<file path="config.mk">
export PLATFORM = sky130hd
export DESIGN_NAME = spi_device_flat
export DESIGN_NICKNAME = d
export VERILOG_FILES = /design/src/rtl/spi_pkg.sv /design/src/rtl/spi_device_if.sv /design/src/rtl/spi_shift_reg.sv /design/src/rtl/spi_device.sv /design/src/flat_wrapper.sv
export SDC_FILE = /design/constraint.sdc
export NUM_CORES = 1
export LEC_CHECK = 0
export ABC_AREA = 1
export ABC_CLOCK_PERIOD_IN_PS = 1600
export CAP_MARGIN = 20
export CORE_ASPECT_RATIO = 1.4
export CORE_UTILIZATION = 50
export DETAILED_ROUTE_END_ITERATION = 8
export PLACE_DENSITY = 0.74
export SETUP_SLACK_MARGIN = 0.1
export SYNTH_ARGS = -nofsm -noshare
export SYNTH_HDL_FRONTEND = slang
export SYNTH_HIERARCHICAL = 1
export SYNTH_SLANG_ARGS = --single-unit
</file>
<file path="constraint.sdc">
create_clock -name clk -period 1.6 [get_ports clk]
set_clock_uncertainty 0.1 [all_clocks]
set_input_delay 0.16 -clock clk [delete_from_list [all_inputs] [get_ports clk]]
set_output_delay 0.16 -clock clk [all_outputs]
set_load 0.01 [all_outputs]
</file>
<file path="src/rtl/spi_pkg.sv">
// Shared sizing constants, state type and helpers for the SPI device slice.
package spi_pkg;

    localparam int unsigned DEFAULT_DATA_WIDTH = 8;

    typedef enum logic {
        IDLE  = 1'b0,
        SHIFT = 1'b1
    } spi_state_e;

    // Bit-counter width for a frame of the given length (never narrower than 1).
    function automatic int unsigned cnt_width(input int unsigned width);
        return (width > 1) ? $clog2(width) : 1;
    endfunction

endpackage

</file>
<file path="src/rtl/spi_device_if.sv">
// SPI pin-level bundle: chip select and serial data plus the received-byte output.
interface spi_device_if #(
    parameter int unsigned DATA_WIDTH = spi_pkg::DEFAULT_DATA_WIDTH
);
    logic                  cs;
    logic                  mosi;
    logic                  miso;
    logic [DATA_WIDTH-1:0] data_out;

    modport master (
        output cs,
        output mosi,
        input  miso,
        input  data_out
    );

    modport slave (
        input  cs,
        input  mosi,
        output miso,
        output data_out
    );
endinterface

</file>
<file path="src/rtl/spi_shift_reg.sv">
// Shift register with clear, parallel load and serial in/out.
// SPI_DEVICE_LSB_FIRST_EN selects right shifts (LSB first); default is left shifts (MSB first).
module spi_shift_reg #(
    parameter int unsigned WIDTH = spi_pkg::DEFAULT_DATA_WIDTH
) (
    input  logic             clk,
    input  logic             rst_n,
    input  logic             i_clear,
    input  logic             i_load,
    input  logic [WIDTH-1:0] i_load_data,
    input  logic             i_shift_en,
    input  logic             i_sin,
    output logic             o_sout_c,
    output logic [WIDTH-1:0] o_next_c
);
    logic [WIDTH-1:0] r_q;

`ifdef SPI_DEVICE_LSB_FIRST_EN
    assign o_next_c = {i_sin, r_q[WIDTH-1:1]};
    assign o_sout_c = r_q[0];
`else
    assign o_next_c = {r_q[WIDTH-2:0], i_sin};
    assign o_sout_c = r_q[WIDTH-1];
`endif

    // Clear beats load beats shift.
    always_ff @(posedge clk or negedge rst_n) begin
        if (!rst_n) begin
            r_q <= '0;
        end else if (i_clear) begin
            r_q <= '0;
        end else if (i_load) begin
            r_q <= i_load_data;
        end else if (i_shift_en) begin
            r_q <= o_next_c;
        end
    end
endmodule

</file>
<file path="src/rtl/spi_device.sv">
// Byte-oriented SPI slave clocked by clk: receives frames on mosi, echoes the last byte on miso.
// Bit order is MSB first unless SPI_DEVICE_LSB_FIRST_EN is defined (see spi_shift_reg).
module spi_device
    import spi_pkg::*;
#(
    parameter int unsigned DATA_WIDTH = DEFAULT_DATA_WIDTH
) (
    input  logic               clk,
    input  logic               rst,
    spi_device_if.slave        bus
);
    localparam int unsigned CNT_W = cnt_width(DATA_WIDTH);

    spi_state_e              r_state;
    logic [CNT_W-1:0]        r_bit_cnt;
    logic [DATA_WIDTH-1:0]   r_data_out;
    logic                    r_miso;

    logic                    w_active;
    logic [CNT_W-1:0]        w_cnt_cur;
    logic                    w_frame_done;
    logic [DATA_WIDTH-1:0]   w_rx_next;
    logic                    w_tx_sout;
    logic                    w_rx_sout_unused;
    logic [DATA_WIDTH-1:0]   w_tx_next_unused;

    assign w_active     = !bus.cs;
    assign w_cnt_cur    = (r_state == SHIFT) ? r_bit_cnt : '0;
    assign w_frame_done = w_active && (w_cnt_cur == CNT_W'(DATA_WIDTH - 1));

    // Receive path: cleared while idle, shifts mosi in on every selected edge.
    spi_shift_reg #(.WIDTH(DATA_WIDTH)) u_rx (
        .clk         (clk),
        .rst_n       (rst),
        .i_clear     (!w_active),
        .i_load      (1'b0),
        .i_load_data ('0),
        .i_shift_en  (w_active),
        .i_sin       (bus.mosi),
        .o_sout_c    (w_rx_sout_unused),
        .o_next_c    (w_rx_next)
    );

    // Echo path: tracks data_out while idle, reloads with the fresh byte at frame end.
    spi_shift_reg #(.WIDTH(DATA_WIDTH)) u_tx (
        .clk         (clk),
        .rst_n       (rst),
        .i_clear     (1'b0),
        .i_load      (!w_active || w_frame_done),
        .i_load_data (w_active ? w_rx_next : r_data_out),
        .i_shift_en  (w_active),
        .i_sin       (1'b0),
        .o_sout_c    (w_tx_sout),
        .o_next_c    (w_tx_next_unused)
    );

    always_ff @(posedge clk or negedge rst) begin
        if (!rst) begin
            r_state    <= IDLE;
            r_bit_cnt  <= '0;
            r_data_out <= '0;
            r_miso     <= 1'b0;
        end else if (!w_active) begin
            r_state   <= IDLE;
            r_bit_cnt <= '0;
            r_miso    <= 1'b0;
        end else begin
            r_state <= SHIFT;
            r_miso  <= w_tx_sout;
            if (w_frame_done) begin
                r_bit_cnt  <= '0;
                r_data_out <= w_rx_next;
            end else begin
                r_bit_cnt <= w_cnt_cur + CNT_W'(1);
            end
        end
    end

    assign bus.miso     = r_miso;
    assign bus.data_out = r_data_out;
endmodule

</file>
<file path="src/flat_wrapper.sv">
// flat-port wrapper written by rule: the top's interface ports become plain ports
module spi_device_flat import spi_pkg::*;
#(
    parameter int unsigned DATA_WIDTH = DEFAULT_DATA_WIDTH
)
  (clk, rst, bus_cs, bus_mosi, bus_miso, bus_data_out);
  spi_device_if #(.DATA_WIDTH(DATA_WIDTH)) bus_i ();
  input  logic clk;
  input  logic rst;
  input wire logic [$bits(bus_i.cs)-1:0] bus_cs;
  input wire logic [$bits(bus_i.mosi)-1:0] bus_mosi;
  output wire logic [$bits(bus_i.miso)-1:0] bus_miso;
  output wire logic [$bits(bus_i.data_out)-1:0] bus_data_out;
  assign bus_i.cs = bus_cs;
  assign bus_i.mosi = bus_mosi;
  assign bus_miso = bus_i.miso;
  assign bus_data_out = bus_i.data_out;
  spi_device #(.DATA_WIDTH(DATA_WIDTH)) u_core (.clk(clk), .rst(rst), .bus(bus_i));
endmodule
</file>
Word level (Yosys, flattened, before mapping)

Index checks and enable logic that the tools add are counted.

Register bits after elaboration: 28
Output and inout bits: 9
Logic and storage cells: 23

Add/subtract/negate cells: 1
Equality and inequality tests: 2
Mux-type cells: 9
Bitwise gates (word level): 1
Reductions and logical operators: 4

Operator list:

| operator                                                                 | number |
|---|---|
| 8-bit two-way mux                                                        | 3 |
| 3-bit two-way mux                                                        | 3 |
| 7-bit two-way mux                                                        | 1 |
| 3-bit by 1-bit adder with 3-bit output (second input constant)           | 1 |
| 3-bit == test (second input constant)                                    | 1 |
| 1-bit two-way mux                                                        | 2 |
| 2-bit by 1-bit inequality test with 1-bit output (second input constant) | 1 |
| 2-bit AND reduction                                                      | 1 |
| 1-bit logical AND                                                        | 1 |
| 1-bit zero test                                                          | 1 |
| 1-bit logical OR                                                         | 1 |
| 1-bit inverter                                                           | 1 |

Depth between registers and ports, before layout

Depth in word-level cells: 5
Gate-level depth with buffers: 13

By module

The synthesis kept the hierarchy.

Modules (own cells, without submodules):

| module        | instances | cells each | area each (µm²) | sequential area each (µm²) |
|---|---|---|---|---|
| spi_shift_reg | 2         | 62         | 456.7           | 200.2 |
| spi_device    | 1         | 85         | 671.9           | 325.3 |

Least setup slack after synthesis

OpenSTA, ideal clock, no wires.

Kind: register to register
From: register u_core.r_state
To: register u_core.u_tx.r_q[1]
Library setup time: 116 ps
Arrival: 1,574 ps
Required time: 1,384 ps
Setup slack: -191 ps
Cell stages (with the launch flop): 13
Path buffers: 2
Clock period less this slack: 1,791 ps
Cell sequence: dfrtp_1 -> nand2_1 -> inv_1 -> ha_1 -> ha_1 -> clkbuf_8 -> nor2_4 -> inv_2 -> buf_6 -> nor2_8 -> nor2_8 -> nand2_1 -> nand2_1

Word-level cells in the longest chain between the ends: 5
Elaborated cells between the ends (all ways): 6
Those cells by class: eq/ne (2); mux (2); reduce/logical (2)

RTL lines:

| what                                                                                                   | RTL line            | RTL |
|---|---|---|
| from (decl)                                                                                            | spi_device.sv:14    | `spi_state_e r_state;` |
| from (signal assigned)                                                                                 | spi_device.sv:59    | `r_state <= IDLE;` |
| from (signal assigned)                                                                                 | spi_device.sv:64    | `r_state <= IDLE;` |
| from (signal assigned)                                                                                 | spi_device.sv:68    | `r_state <= SHIFT;` |
| 3-bit two-way mux (*)                                                                                  | spi_device.sv:28    | `assign w_cnt_cur = (r_state == SHIFT) ? r_bit_cnt : '0;` |
| 3-bit == test (*)                                                                                      | spi_device.sv:29    | `assign w_frame_done = w_active && (w_cnt_cur == CNT_W'(DATA_WIDTH - 1));` |
| 1-bit logical AND (*)                                                                                  | spi_device.sv:29    |  |
| 1-bit logical OR (*)                                                                                   | spi_device.sv:49    | `.i_load (!w_active \|\| w_frame_done),` |
| 2-bit by 1-bit inequality test with 1-bit output (no line) / 8-bit two-way mux (equally long branches) | --                  |  |
| to (signal assigned)                                                                                   | spi_shift_reg.sv:33 | `r_q <= i_load_data;` |
| to (signal assigned)                                                                                   | spi_shift_reg.sv:35 | `r_q <= o_next_c;` |
| to (decl)                                                                                              | spi_shift_reg.sv:16 | `logic [WIDTH-1:0] r_q;` |

Mark *: on every way between the ends. The rest lies on a longest branch, timed or not.
A chain may end at the register's enable or synchronous reset.

Worst setup path after layout

From: register u_core.r_state
To: register u_core.u_tx.r_q[7]

The elaborated chain is that of the path after synthesis.

==> impl_metrics.json <==
{
  "pre_cts_ws_ns": -0.101,
  "numCtsBuffers": 3,
  "clkTransAtPathRegs_ns": 0.09,
  "maxCapViolations": 0,
  "cts_tree": "built",
  "cts_sinks": 28,
  "overflow": 0,
  "firstDrtPassIters": 4,
  "worstMarginPinSlew_ns": 0.510,
  "final-seq-area_um2": 701,
  "crit_start": "u_core/r_state$_DFF_PN0_",
  "die-height_um": 67.4,
  "place.port_buffers": 12,
  "final_common_cell": "nand2_1",
  "r2r_cells": 11,
  "start_kind": "flip-flop",
  "status": "finished, violations left",
  "place_area_mm2": 0.00174,
  "fmax_ghz": 0.599,
  "grt_pass1_vias": 1170,
  "rsz0062_at_grt": "true",
  "initial_core_util_pct": 53.1,
  "layout_setup_ws_ns": -0.0695,
  "syn_inst": 201,
  "finalHoldViolations": 0,
  "final_cell_mix": "118 x nand2_1, 28 x dfrtp_1, 21 x nand3_1",
  "pin_count": 13,
  "cts-root-buf": "clkbuf_8",
  "post_synth.cell_area_avg_um2": 7.61,
  "timing.final.crit_share_pct": 104,
  "grt_pass1_wl_um": 5100,
  "vias": 1271,
  "multi_input_area_um2": 786,
  "ir_drop_uv": 482,
  "hold_path.class": "in -> async",
  "num_rows": 23,
  "setup_violations": 10,
  "endpoint_kind": "flip-flop",
  "required_ns": 1.66,
  "place.gp.congestion": 0.764,
  "antenna_found_initial": 0,
  "wl_per_cell_um": 10.9,
  "nets": 244,
  "core-area_mm2": 0.00288,
  "p_per_area_mw_per_mm2": 689,
  "fill_cells": 259,
  "period_minus_slack_ns": 1.67,
  "hpwl_um": 2140,
  "drive_above_1_share_pct": 15.3,
  "leakage_nw": 1.08,
  "path_class": "reg -> reg",
  "arrival_ns": 1.73,
  "clock_latency_ns": 0.27,
  "clk_path_buf_depth": 2,
  "timing.rr.start": "u_core/r_state$_DFF_PN0_",
  "crit_fanout": 7,
  "dieArea_mm2": 0.00329,
  "grt_max_degree": 29,
  "htree_levels": 1,
  "vias_per_cell": 4.66,
  "syn_to_final_growth_pct": 22.3,
  "yosysWarnings": 6,
  "drtAntennaViolNets": 0,
  "diodes": 0,
  "fp.dieW_um": 48.7,
  "drc": 0,
  "relSlewSlack_pct": 66.0,
  "syn_area_mm2": 0.00153,
  "cts_hold_buf": 0,
  "drv_slew": 0,
  "grt.total_usage_pct": 20.4,
  "violations": "setup timing",
  "stdcell_area_mm2": 0.00187,
  "wl_um": 2980,
  "drt_iter0_drc": 26
}
-- area by class of cell --
type,instances,area share [%]
inverters,13,3.01
well taps,37,2.48
flip-flops and latches,28,37.5
multi-input cells,165,42.0
repair buffers,27,12.8
clock buffers,3,2.21
-- registers in the layout, summed over array words and instances (netlist names) --
register and cells:
u_core/bus.miso 1, u_core/r_state 1, u_core/u_tx/r_q 8, u_core/bus.data_out 8
u_core/u_rx/r_q 7, u_core/r_bit_cnt 3
-- timing repair --
action / in CTS / in global routing
cloned: 1 / 0
pin swaps: 6 / 2
endpoints found under the setup margin: 16 / 22
setup buffers: 4 / 3
resized for setup: 5 / 4
-- layer usage --
metal	routed length, µm	track usage (%)	up-vias
li1	-	-	673
met1	1270	23.4	573
met2	1580	37.8	19
met3	60	2.70	6
met4	71	9.19	0
met5	0	0	-
-- final timing paths --
| kind | endpoint | slack, ns |
|---|---|---|
| max | u_core/u_tx/r_q[7]$_DFFE_PN0P_ | -0.07 |
| min | u_core/r_bit_cnt[1]$_DFF_PN0_ | 0.17 |
| max reg2reg | u_core/u_tx/r_q[7]$_DFFE_PN0P_ | -0.07 |
| min reg2reg | u_core/bus.data_out[1]$_DFFE_PN0P_ | 0.41 |
| max in group asynchronous | u_core/u_tx/r_q[0]$_DFFE_PN0P_ | 0.97 |
| min in group clk | u_core/bus.data_out[1]$_DFFE_PN0P_ | 0.41 |
-- metrics by stage --
stage / util (%) / hold slack, ns / power (W) / cells / setup TNS, ns
6_report: 65.0 / 0.168 / 0.00129 / 273 / -0.444
5_1_grt: 65.0 / 0.218 / 0.00135 / 273 / -1.31
4_1_cts: 63.8 / 0.176 / 0.00129 / 270 / -0.129
3_5_place_dp: 60.5 / 0.396 / 0.000915 / 263 / -0.766
3_3_place_gp: 60.5 / 0.393 / 0.000912 / 263 / -0.293
2_1_floorplan: - / -0.236 / 0.000869 / 211 / -0.972
-- critical path, stage by stage (launching register included) --
cell,delay [ns]
dfrtp_1,0.41
nand2_1,0.07
inv_1,0.05
ha_2,0.19
ha_4,0.17
nor2_4,0.15
inv_6,0.08
buf_4,0.14
nand2_1,0.05
nand2_1,0.05
nand2_1,0.06
nand2_1,0.05
-- where the power goes --
part / switching, W / internal, W
clock network: 0.000200 / 0.000169
registers: 0.0000173 / 0.000727
logic: 0.000111 / 0.0000650
total: 0.000328 / 0.000961
No activity file was read; power rests on OpenSTA's default activity.
==> RTL edit: new RTL, config.mk and constraints unchanged <==
Set the package constant `DEFAULT_DATA_WIDTH` to 12 (it was 8).
--- a/src/rtl/spi_pkg.sv
+++ b/src/rtl/spi_pkg.sv
@@ -2,5 +2,5 @@
 package spi_pkg;
 
-    localparam int unsigned DEFAULT_DATA_WIDTH = 8;
+    localparam int unsigned DEFAULT_DATA_WIDTH = 12;
 
     typedef enum logic {
Interface: changed (resized bus_data_out); port bits go from 13 to 17. No check against the original RTL was run, so the function may have changed too.
==> RTL edit against the unedited design <==
- the run still ends with setup timing left
- worst setup slack got worse by 34 ps
- wire length up 59%
- synthesized cell count grew 51%
- sequential share of layout area fell by 0.70 points
- final cell count increased by 46%
- final area rose by 49%
- total power increased by 82%
- sequential cell count is 13 higher
- synthesized area increased by 44%
==> RTL edit: results <==
metrics = {
    "worst_setup_path": {
        "reg2reg_depth": 12,
        "worstPathArrival_ps": 1790,
        "crit_path_max_fanout": 6,
        "r2r_start": "u_core/r_state$_DFF_PN0_",
        "path_delay_family": "simple AND/OR/NAND/NOR gates",
        "reg2reg_to": "u_core/u_tx/r_q[2]$_DFFE_PN0P_",
        "slowest_delay_ps": 420,
        "cp_slowest_cell": "dfrtp_1",
    },
    "finish": {
        "fill_cells": 366,
        "nets": 357,
        "diodes": 0,
        "drive_above_1_share_pct": 15.6,
    },
    "placed_design": {
        "dp_slack_ps": -73.2,
        "place_congestion": 0.766,
        "place_hpwl_um": 3090,
        "placed_area_mm2": 0.00251,
        "port_buffers": 16,
    },
    "grt": {
        "track_usage_pct": 22.0,
        "first_global_vias": 1823,
        "grt_pass1_wl_um": 7820,
        "antenna_found_initial": 0,
        "grt_start_max_net_pins": 42,
    },
    "cts": {
        "cts_root_buf": "clkbuf_8",
        "cts_max_path_buffers": 2,
        "clk_pin_slew_ps": 90,
        "cts-buffers-inserted": 5,
        "insertion_delay_ps": 300,
        "h-tree-depth": 2,
    },
    "route": {
        "wl_met2_um": 2470,
        "top_layer_used": "met4",
        "vias": 1938,
        "wl_met1_um": 2000,
        "first_iter_violations": 87,
        "drt_wl_total_um": 4730,
        "detail_route.first_pass.iterations": 5,
        "dr_wl_met3_um": 160,
    },
    "sta": {
        "tns_ps": -872,
        "slew_headroom_pct": 66.3,
        "finalWorstSetupSlack_ps": -103,
        "setup_viol": 12,
        "holdWs_ps": 343,
    },
    "status": {
        "violations": "setup timing",
        "status": "finished, violations left",
    },
    "min_path": {
        "hold_class": "input port to async pin",
    },
    "power_and_ir_drop": {
        "p_leak_nw": 1.72,
        "ir_worst_vdd_mv": 0.561,
    },
    "synthesis": {
        "ys_warn_count": 6,
    },
}
-- RTL edit: layout make-up --
class,instances,area share [%]
inverter,11,1.66
clock buffer,5,2.47
clock inverter,3,2.47
multi-input combinational,254,40.6
sequential,41,36.8
tap,45,2.02
timing repair buffer,39,14.0
-- RTL edit: tightest hold or removal path, stage by stage --
cell and delay [ps]:
dlygate4sd3_1 520, buf_2 90, buf_4 430
-- RTL edit: metrics by stage --
stage / instances / util [%]
after CTS: 395 / 64.3
after detailed placement: 382 / 59.7
after global placement: 382 / 59.7
after floorplan: 321 / -
after global routing: 398 / 66.3
final: 398 / 66.3
-- RTL edit: how the worst max path moves through the flow --
stage	from	to	slack, ps
after floorplan	u_core/r_state$_DFF_PN0_	u_core/u_tx/r_q[10]$_DFFE_PN0P_	30
after global placement	bus_cs	u_core/u_rx/r_q[9]$_DFFE_PN0P_	-30
after detailed placement	u_core/r_state$_DFF_PN0_	u_core/u_tx/r_q[2]$_DFFE_PN0P_	-70
after CTS	u_core/r_state$_DFF_PN0_	u_core/u_tx/r_q[5]$_DFFE_PN0P_	-20
after global routing	u_core/r_state$_DFF_PN0_	u_core/u_tx/r_q[0]$_DFFE_PN0P_	-160
final	u_core/r_state$_DFF_PN0_	u_core/u_tx/r_q[2]$_DFFE_PN0P_	-100
-- RTL edit: repair_timing --
item | in CTS | in global routing
pin swaps | 11 | 6
hold buffers | 1 | 0
hold endpoints to repair | 41 | 0
setup buffers | 4 | 2
endpoints found under the setup margin | 29 | 36
gates cloned | 0 | 1
gates resized for setup | 9 | 17
-- RTL edit: power by group --
group | switching (W) | internal [W] | total, W
registers | 0.0000266 | 0.00106 | 0.00109
logic | 0.000151 | 0.0000924 | 0.000244
clock network | 0.000381 | 0.000628 | 0.00101
total | 0.000559 | 0.00178 | 0.00234
-- RTL edit: per-layer routing --
metal,up-vias,track usage [%]
met5,-,0
met4,0,8.57
met2,41,39.0
met3,11,4.19
met1,878,25.7
li1,1008,-
